$ cat config.mk
export PLATFORM = sky130hd
export DESIGN_NAME = regfile_loader
export DESIGN_NICKNAME = d
export VERILOG_FILES = /design/src/rtl/regfile_loader.sv
export SDC_FILE = /design/constraint.sdc
export NUM_CORES = 1
export LEC_CHECK = 0
export BUFFER_PORTS_ARGS = -buffer_cell sky130_fd_sc_hd__buf_2
export CELL_PAD_IN_SITES_DETAIL_PLACEMENT = 0
export CELL_PAD_IN_SITES_GLOBAL_PLACEMENT = 1
export CORE_ASPECT_RATIO = 0.75
export CORE_MARGIN = 2
export CORE_UTILIZATION = 37
export DETAILED_ROUTE_END_ITERATION = 6
export PLACE_DENSITY_LB_ADDON = 0.1
export RECOVER_POWER = 100
export SKIP_CTS_REPAIR_TIMING = 1
export SYNTH_ARGS = -nofsm -noshare
export SYNTH_HDL_FRONTEND = slang
export SYNTH_SLANG_ARGS = --single-unit
$ cat constraint.sdc
create_clock -name clk -period 2.1 [get_ports clk]
set_clock_uncertainty 0.05 [all_clocks]
set_input_delay 0.63 -clock clk [delete_from_list [all_inputs] [get_ports clk]]
set_output_delay 0.63 -clock clk [all_outputs]
set_load 0.05 [all_outputs]
$ cat src/rtl/regfile_loader.sv
`default_nettype none
// ============================================================================
//  Module   : regfile_loader
//  Purpose  : Streams NREGS words over valid/ready into the register-file write
//             port and holds the core stalled until the pass completes.
//  Option   : LOADER_CHECKSUM_EN adds a CHECK state that takes one trailing
//             XOR-checksum beat and flags a mismatch on err.
//  Revision : 1.0  initial release
// ============================================================================
module regfile_loader #(
    parameter int width = 16,
    parameter int NREGS = 4,
    parameter int AW    = $clog2(NREGS)
) (
    input  logic             clk,
    input  logic             rst_n,
    input  logic             start_i,
    input  logic             s_valid_i,
    input  logic [width-1:0] s_data_i,
    output logic             s_ready_o,
    output logic             rf_we_o,
    output logic [AW-1:0]    rf_waddr_o,
    output logic [width-1:0] rf_wdata_o,
    output logic             core_hold_o,
    output logic             done_o,
    output logic             err_o
);

    typedef enum logic [1:0] {
        ST_IDLE  = 2'd0,
        ST_LOAD  = 2'd1,
        ST_CHECK = 2'd2,
        ST_DONE  = 2'd3
    } state_t;

    // One spare count bit keeps the address from wrapping inside a pass.
    localparam logic [AW:0] c_LAST_IDX = (AW+1)'(NREGS - 1);

    state_t           state_q;
    logic [AW:0]      cnt_q;
    logic [AW:0]      cnt_d;
    logic             rf_we_q;
    logic [AW-1:0]    rf_waddr_q;
    logic [width-1:0] rf_wdata_q;
    logic             core_hold_q;
    logic             done_q;
    logic             w_beat;
    logic             w_last;

`ifdef LOADER_CHECKSUM_EN
    logic [width-1:0] xor_q;
    logic             err_q;

    assign s_ready_o = (state_q == ST_LOAD) || (state_q == ST_CHECK);
    assign err_o     = err_q;
`else
    assign s_ready_o = (state_q == ST_LOAD);
    assign err_o     = 1'b0;
`endif

    assign w_beat      = s_valid_i && s_ready_o;
    assign w_last      = (cnt_q == c_LAST_IDX);
    assign cnt_d       = cnt_q + 1'b1;

    assign rf_we_o     = rf_we_q;
    assign rf_waddr_o  = rf_waddr_q;
    assign rf_wdata_o  = rf_wdata_q;
    assign core_hold_o = core_hold_q;
    assign done_o      = done_q;

    always_ff @(posedge clk or negedge rst_n) begin
        if (!rst_n) begin
            state_q     <= ST_IDLE;
            cnt_q       <= '0;
            rf_we_q     <= 1'b0;
            rf_waddr_q  <= '0;
            rf_wdata_q  <= '0;
            core_hold_q <= 1'b1;
            done_q      <= 1'b0;
`ifdef LOADER_CHECKSUM_EN
            xor_q       <= '0;
            err_q       <= 1'b0;
`endif
        end else begin
            rf_we_q <= 1'b0;
            case (state_q)
                ST_IDLE: begin
                    if (start_i) begin
                        state_q <= ST_LOAD;
                        cnt_q   <= '0;
`ifdef LOADER_CHECKSUM_EN
                        xor_q   <= '0;
`endif
                    end
                end
                ST_LOAD: begin
                    if (w_beat) begin
                        rf_we_q    <= 1'b1;
                        rf_waddr_q <= cnt_q[AW-1:0];
                        rf_wdata_q <= s_data_i;
                        cnt_q      <= cnt_d;
`ifdef LOADER_CHECKSUM_EN
                        xor_q      <= xor_q ^ s_data_i;
                        if (w_last) state_q <= ST_CHECK;
`else
                        if (w_last) state_q <= ST_DONE;
`endif
                    end
                end
`ifdef LOADER_CHECKSUM_EN
                ST_CHECK: begin
                    if (w_beat) begin
                        if (s_data_i != xor_q) err_q <= 1'b1;
                        state_q <= ST_DONE;
                    end
                end
`endif
                ST_DONE: begin
                    if (start_i) begin
                        state_q     <= ST_LOAD;
                        cnt_q       <= '0;
                        done_q      <= 1'b0;
                        core_hold_q <= 1'b1;
`ifdef LOADER_CHECKSUM_EN
                        xor_q       <= '0;
                        err_q       <= 1'b0;
`endif
                    end else begin
                        // Release lags the final write pulse by one cycle.
                        done_q      <= 1'b1;
                        core_hold_q <= 1'b0;
                    end
                end
                default: state_q <= ST_IDLE;
            endcase
        end
    end

endmodule
`default_nettype wire

==> run_results.csv, run 1 <==
group,metric,value,unit
clock_network,clkSinkCount,26,
worst_setup_path,regToRegEndpoint,"state_q[1]",
worst_setup_path,timing.rr.start,"state_q[0]",
worst_setup_path,cp.depth,3,
worst_setup_path,r2r_cells,5,
grt,grt_pass1_wl,3.11,mm
sta,max_freq,508,MHz
sta,slew_violations,0,
routing,vias,716,
synth,synth.net_count,103,
clock_network,cts_tree,"yes",
sta,tns,0,ns
clock_network,cts-root-buf,"clkbuf_8",
synth,synth_cell_type_count,21,
clock_network,clock_latency,0.26,ns
sta,relSlewSlack,0.102,
finish,fin_nets,147,
worst_setup_path,crit_fanout,8,
die,fp-row-count,17,
worst_setup_path,critPathRequiredTime,1.42,ns
worst_setup_path,slowest_delay,0.42,ns
routing,routedWlPerCell,12.0,um
grt,antenna_found_initial,0,
worst_setup_path,reg2reg_slack,0.31,ns
die,die_area,3570,um^2
routing,antenna_left,0,
job,maxCapViolCount,0,
worst_setup_path,cpLargestDelayFamily,"flip-flops",
finish,final_core_util,0.464,
sta,min_period,1.97,ns
synth,ys_warn_count,0,
clock_network,cts.clk_slew.worst_paths,0.08,ns
placement,place_congestion,0.775,
worst_setup_path,cp.arrival,1.29,ns
worst_setup_path,crit_start,"state_q[1]",
sta,fin_hold_ws,0.452,ns
worst_setup_path,crit_end,"s_ready_o",
hold_path,hold_class,"flip-flop to flip-flop",
routing,drc,0,
die,chipWidth,68.3,um
worst_setup_path,crit_chain,"inv_1, ha_2, clkbuf_4",
placement,dp_hpwl,1.41,mm
clock_network,numCtsBuffers,3,
die,core,2960,um^2
clock_network,cts-htree-levels,1,
synth,postSynthAreaPerCell,14.9,um^2
worst_setup_path,cp_slowest_cell,"dfrtp_1",
die,fp.dieH,52.3,um
synth,synthCells,77,
grt,grt.total_usage,0.122,
grt,grt_max_degree,27,
finish,antenna_cells,0,
finish,areaGrowthSynthToFinish,19.4,%
grt,grt_pass1_vias,696,
synth,synth_area,1150,um^2
routing,wl,1.90,mm
routing,via_per_inst,4.53,
routing,dr.pass1.iters,4,
placement,io_buffers,41,
synth,synth_seq_area_share,0.568,
finish,drive_gt1_frac,0.300,
sta,worst_pin_slew,1.35,ns
finish,nFillCells,275,
worst_setup_path,end_kind,"output port",
die,num_io_pins,43,
sta,period_share,0.938,
status,status,"completed",
worst_setup_path,path_buf_inv,2,
routing,drtIter0Drc,47,
sta,rsz0062_at_grt,"no",
worst_setup_path,cp-start-kind,"flip-flop",
clock_network,clk_path_buf_depth,2,
grt,grt-ovfl-total,0,
sta,setup_viol,0,
die,start_util,0.388,
worst_setup_path,path_class,"flip-flop to output port",
synth,synth-seq-cells,26,
sta,final_hold_viol_count,0,
[cell usage in the layout (no fill, tap or decap), types with 2 or more instances in the layout]
master	n
buf_2	18
mux2_2	11
o2bb2ai_1	2
a21oi_1	2
dfrtp_1	25
mux2_1	9
clkbuf_1	23
inv_1	7
clkbuf_8	3
ha_1	5
mux2i_1	2
[registers in the layout, indices dropped and copies added, names as in the netlist]
signal,flops
rf_wdata_o,16
cnt_q,3
rf_waddr_o,2
state_q,2
core_hold_o,1
done_o,1
rf_we_o,1
[synthesized netlist by cell type, drive strengths merged]
cell	count	area, um^2
a21oi	2	10.0
a22o	1	8.76
a2bb2oi	1	8.76
and3	1	6.26
and3b	1	8.76
buf	2	18.8
conb	1	3.75
dfrtp	25	626
dfstp	1	26.3
ha	6	75.1
inv	7	26.3
mux2	20	259
mux2i	2	20.0
nand2	2	15.0
nand3b	1	7.51
o21ai	1	5.00
o22ai	1	6.26
o2bb2ai	2	17.5
[metrics by stage]
step / setup WS, ns / std cells / cell area (um^2)
6_report: 0.131 / 158 / 1370
4_1_cts: 0.0118 / 158 / 1430
3_3_place_gp: 0.339 / 154 / 1380
3_5_place_dp: 0.309 / 154 / 1380
5_1_grt: 0.0266 / 158 / 1370
2_1_floorplan: 0.204 / 77 / 1150
[final cells by class]
| class | count | area [um^2] | share of cell area |
|---|---|---|---|
| flip-flops and latches | 26 | 652 | 0.475 |
| multi-input cells | 42 | 420 | 0.307 |
| repair buffers | 41 | 180 | 0.131 |
| well taps | 38 | 47.5 | 0.0347 |
| clock buffers | 4 | 45.0 | 0.0328 |
| inverters | 7 | 26.3 | 0.0192 |
[kinds of logic (layout without fill, tap and decap cells)]
kind of cell / after synthesis / in the layout / synth area share
DFF: 26 / 26 / 0.568
muxes: 22 / 22 / 0.243
buffers and inverters: 9 / 52 / 0.0392
AOI/OAI and AO/OA: 8 / 8 / 0.0490
adders and majority gates: 6 / 6 / 0.0654
and+or+nand+nor: 5 / 5 / 0.0327
other: 1 / 1 / 0.00326
[per-layer routing]
layer	GRT usage	up-vias	routed length, um
met5	0	-	0
met4	0.0200	0	0
met3	0.0559	0	140
met2	0.184	30	814
met1	0.164	337	944
li1	-	349	-
[worst reg2reg max path: cells and delay by family (launching register included)]
kind	cells	cell delay, ns
fa+ha+maj	1	0.34
buf+inv	2	0.18
compound gates	1	0.32
flops	1	0.41
mux	1	0.37
[how the worst min path moves through the flow]
stage,from,to,depth (start not counted)
global route,cnt_q[2],cnt_q[2],1
detailed placement,rf_wdata_o[5],rf_wdata_o[5],1
CTS,rst_n,rf_wdata_o[0],1
floorplan,rst_n,cnt_q[0],0
finish,rf_wdata_o[5],rf_wdata_o[5],1
global placement,rf_wdata_o[1],rf_wdata_o[1],1
Power of run 1 is not shown: default switching activity piles up to over one toggle a cycle in this logic, so the estimate is an artifact.
==> run 2, diff against run 1 <==
Settings changed: CORE_ASPECT_RATIO 0.75 to 1.5.
==> run_results.csv, run 2 (same netlist as run 1, synthesis figures left out) <==
group,metric,value,unit
status,status,"completed",
placement,dp_cells,155,
finish,mostFrequentLayoutCell,"dfrtp_1",
die,die_area,3580,um^2
clock_network,numCtsBuffers,3,
worst_setup_path,critPathRequiredTime,1.42,ns
sta,period_share,0.958,
die,fp.dieH,72.2,um
finish,final_cell_mix,"dfrtp_1 (25), clkbuf_1 (23), buf_2 (19), mux2_2 (11), mux2_1 (9)",
worst_setup_path,path_class,"flip-flop to output port",
sta,worst_pin_slew,1.35,ns
finish,drive_gt1_frac,0.300,
sta,final_hold_viol_count,0,
finish,nFillCells,325,
routing,drc,0,
worst_setup_path,cp-start-kind,"flip-flop",
placement,place_congestion,0.651,
worst_setup_path,cp_slowest_cell,"dfrtp_1",
routing,routedWlPerCell,12.5,um
finish,fin_nets,147,
placement,dp_hpwl,1.50,mm
grt,antenna_found_initial,0,
hold_path,worstHoldEndpoint,"rf_wdata_o[6]",
clock_network,cts-htree-levels,1,
sta,relSlewSlack,0.100,
worst_setup_path,timing.rr.start,"state_q[0]",
clock_network,cts_tree,"yes",
placement,io_buffers,41,
die,fp-row-count,24,
hold_path,holdPathStages,1,
sta,slew_violations,0,
grt,grt-ovfl-total,0,
job,maxCapViolCount,0,
finish,antenna_cells,0,
grt,grt_pass1_vias,770,
routing,dr.pass1.iters,2,
sta,max_freq,497,MHz
worst_setup_path,crit_chain,"inv_1, ha_2, buf_2",
die,core,2940,um^2
worst_setup_path,end_kind,"output port",
worst_setup_path,reg2reg_slack,0.38,ns
worst_setup_path,path_buf_inv,2,
worst_setup_path,cp.arrival,1.33,ns
clock_network,clkSinkCount,26,
die,num_io_pins,43,
routing,wl,1.98,mm
hold_path,hold_class,"flip-flop to flip-flop",
worst_setup_path,regToRegEndpoint,"state_q[1]",
worst_setup_path,crit_fanout,8,
grt,grt_pass1_wl,3.42,mm
grt,grt_max_degree,27,
worst_setup_path,slowest_delay,0.42,ns
routing,drtIter0Drc,1,
grt,grt.total_usage,0.126,
hold_path,worstHoldStart,"rf_wdata_o[6]",
finish,largest_reg_flops,16,
worst_setup_path,cpLargestDelayFamily,"flip-flops",
clock_network,cts-root-buf,"clkbuf_8",
clock_network,clk_path_buf_depth,2,
sta,rsz0062_at_grt,"no",
routing,vias,730,
die,start_util,0.390,
sta,setup_viol,0,
worst_setup_path,r2r_cells,5,
routing,via_per_inst,4.59,
clock_network,clock_latency,0.26,ns
sta,min_period,2.01,ns
routing,antenna_left,0,
die,chipWidth,49.5,um
clock_network,cts.clk_slew.worst_paths,0.09,ns
finish,areaGrowthSynthToFinish,19.3,%
finish,finalNonFillerCells,159,
## run 2: layout make-up
| class | instances | area [um^2] | area share |
|---|---|---|---|
| inverters | 7 | 26.3 | 0.0192 |
| multi-input cells | 42 | 420 | 0.307 |
| well taps | 39 | 48.8 | 0.0356 |
| repair buffers | 41 | 178 | 0.130 |
| clock buffers | 4 | 45.0 | 0.0329 |
| flip-flops and latches | 26 | 652 | 0.476 |
## run 2: worst max-delay path by stage
stage	startpoint	to	slack (ns)	depth (start not counted)
after floorplan	state_q[1]	rf_wdata_o[10]	0.20	5
after global placement	state_q[1]	s_ready_o	0.34	3
after CTS	state_q[1]	s_ready_o	-0.01	3
after global routing	state_q[1]	s_ready_o	0.01	3
final	state_q[1]	s_ready_o	0.09	3
after detailed placement	state_q[1]	s_ready_o	0.28	3
## run 2: routing by layer
layer  vias up  global-route usage  part of all wire
met4         0              0.0648             0.013
met2        20               0.221              0.54
met5         -                   0                 0
met1       359               0.148              0.40
met3         2              0.0185             0.046
li1        349                   -                 -
## run 2: stage by stage
stage	TNS [ns]	setup WS (ns)	utilization	hold slack, ns	area (um^2)
after floorplan	0	0.204	-	0.284	1150
after global placement	0	0.343	0.470	0.432	1380
after detailed placement	0	0.284	0.470	0.432	1380
after CTS	-0.0149	-0.0149	0.486	0.324	1430
after global routing	0	0.0139	0.466	0.470	1370
final	0	0.0882	0.466	0.449	1370
Power of run 2 is left out for the same reason.
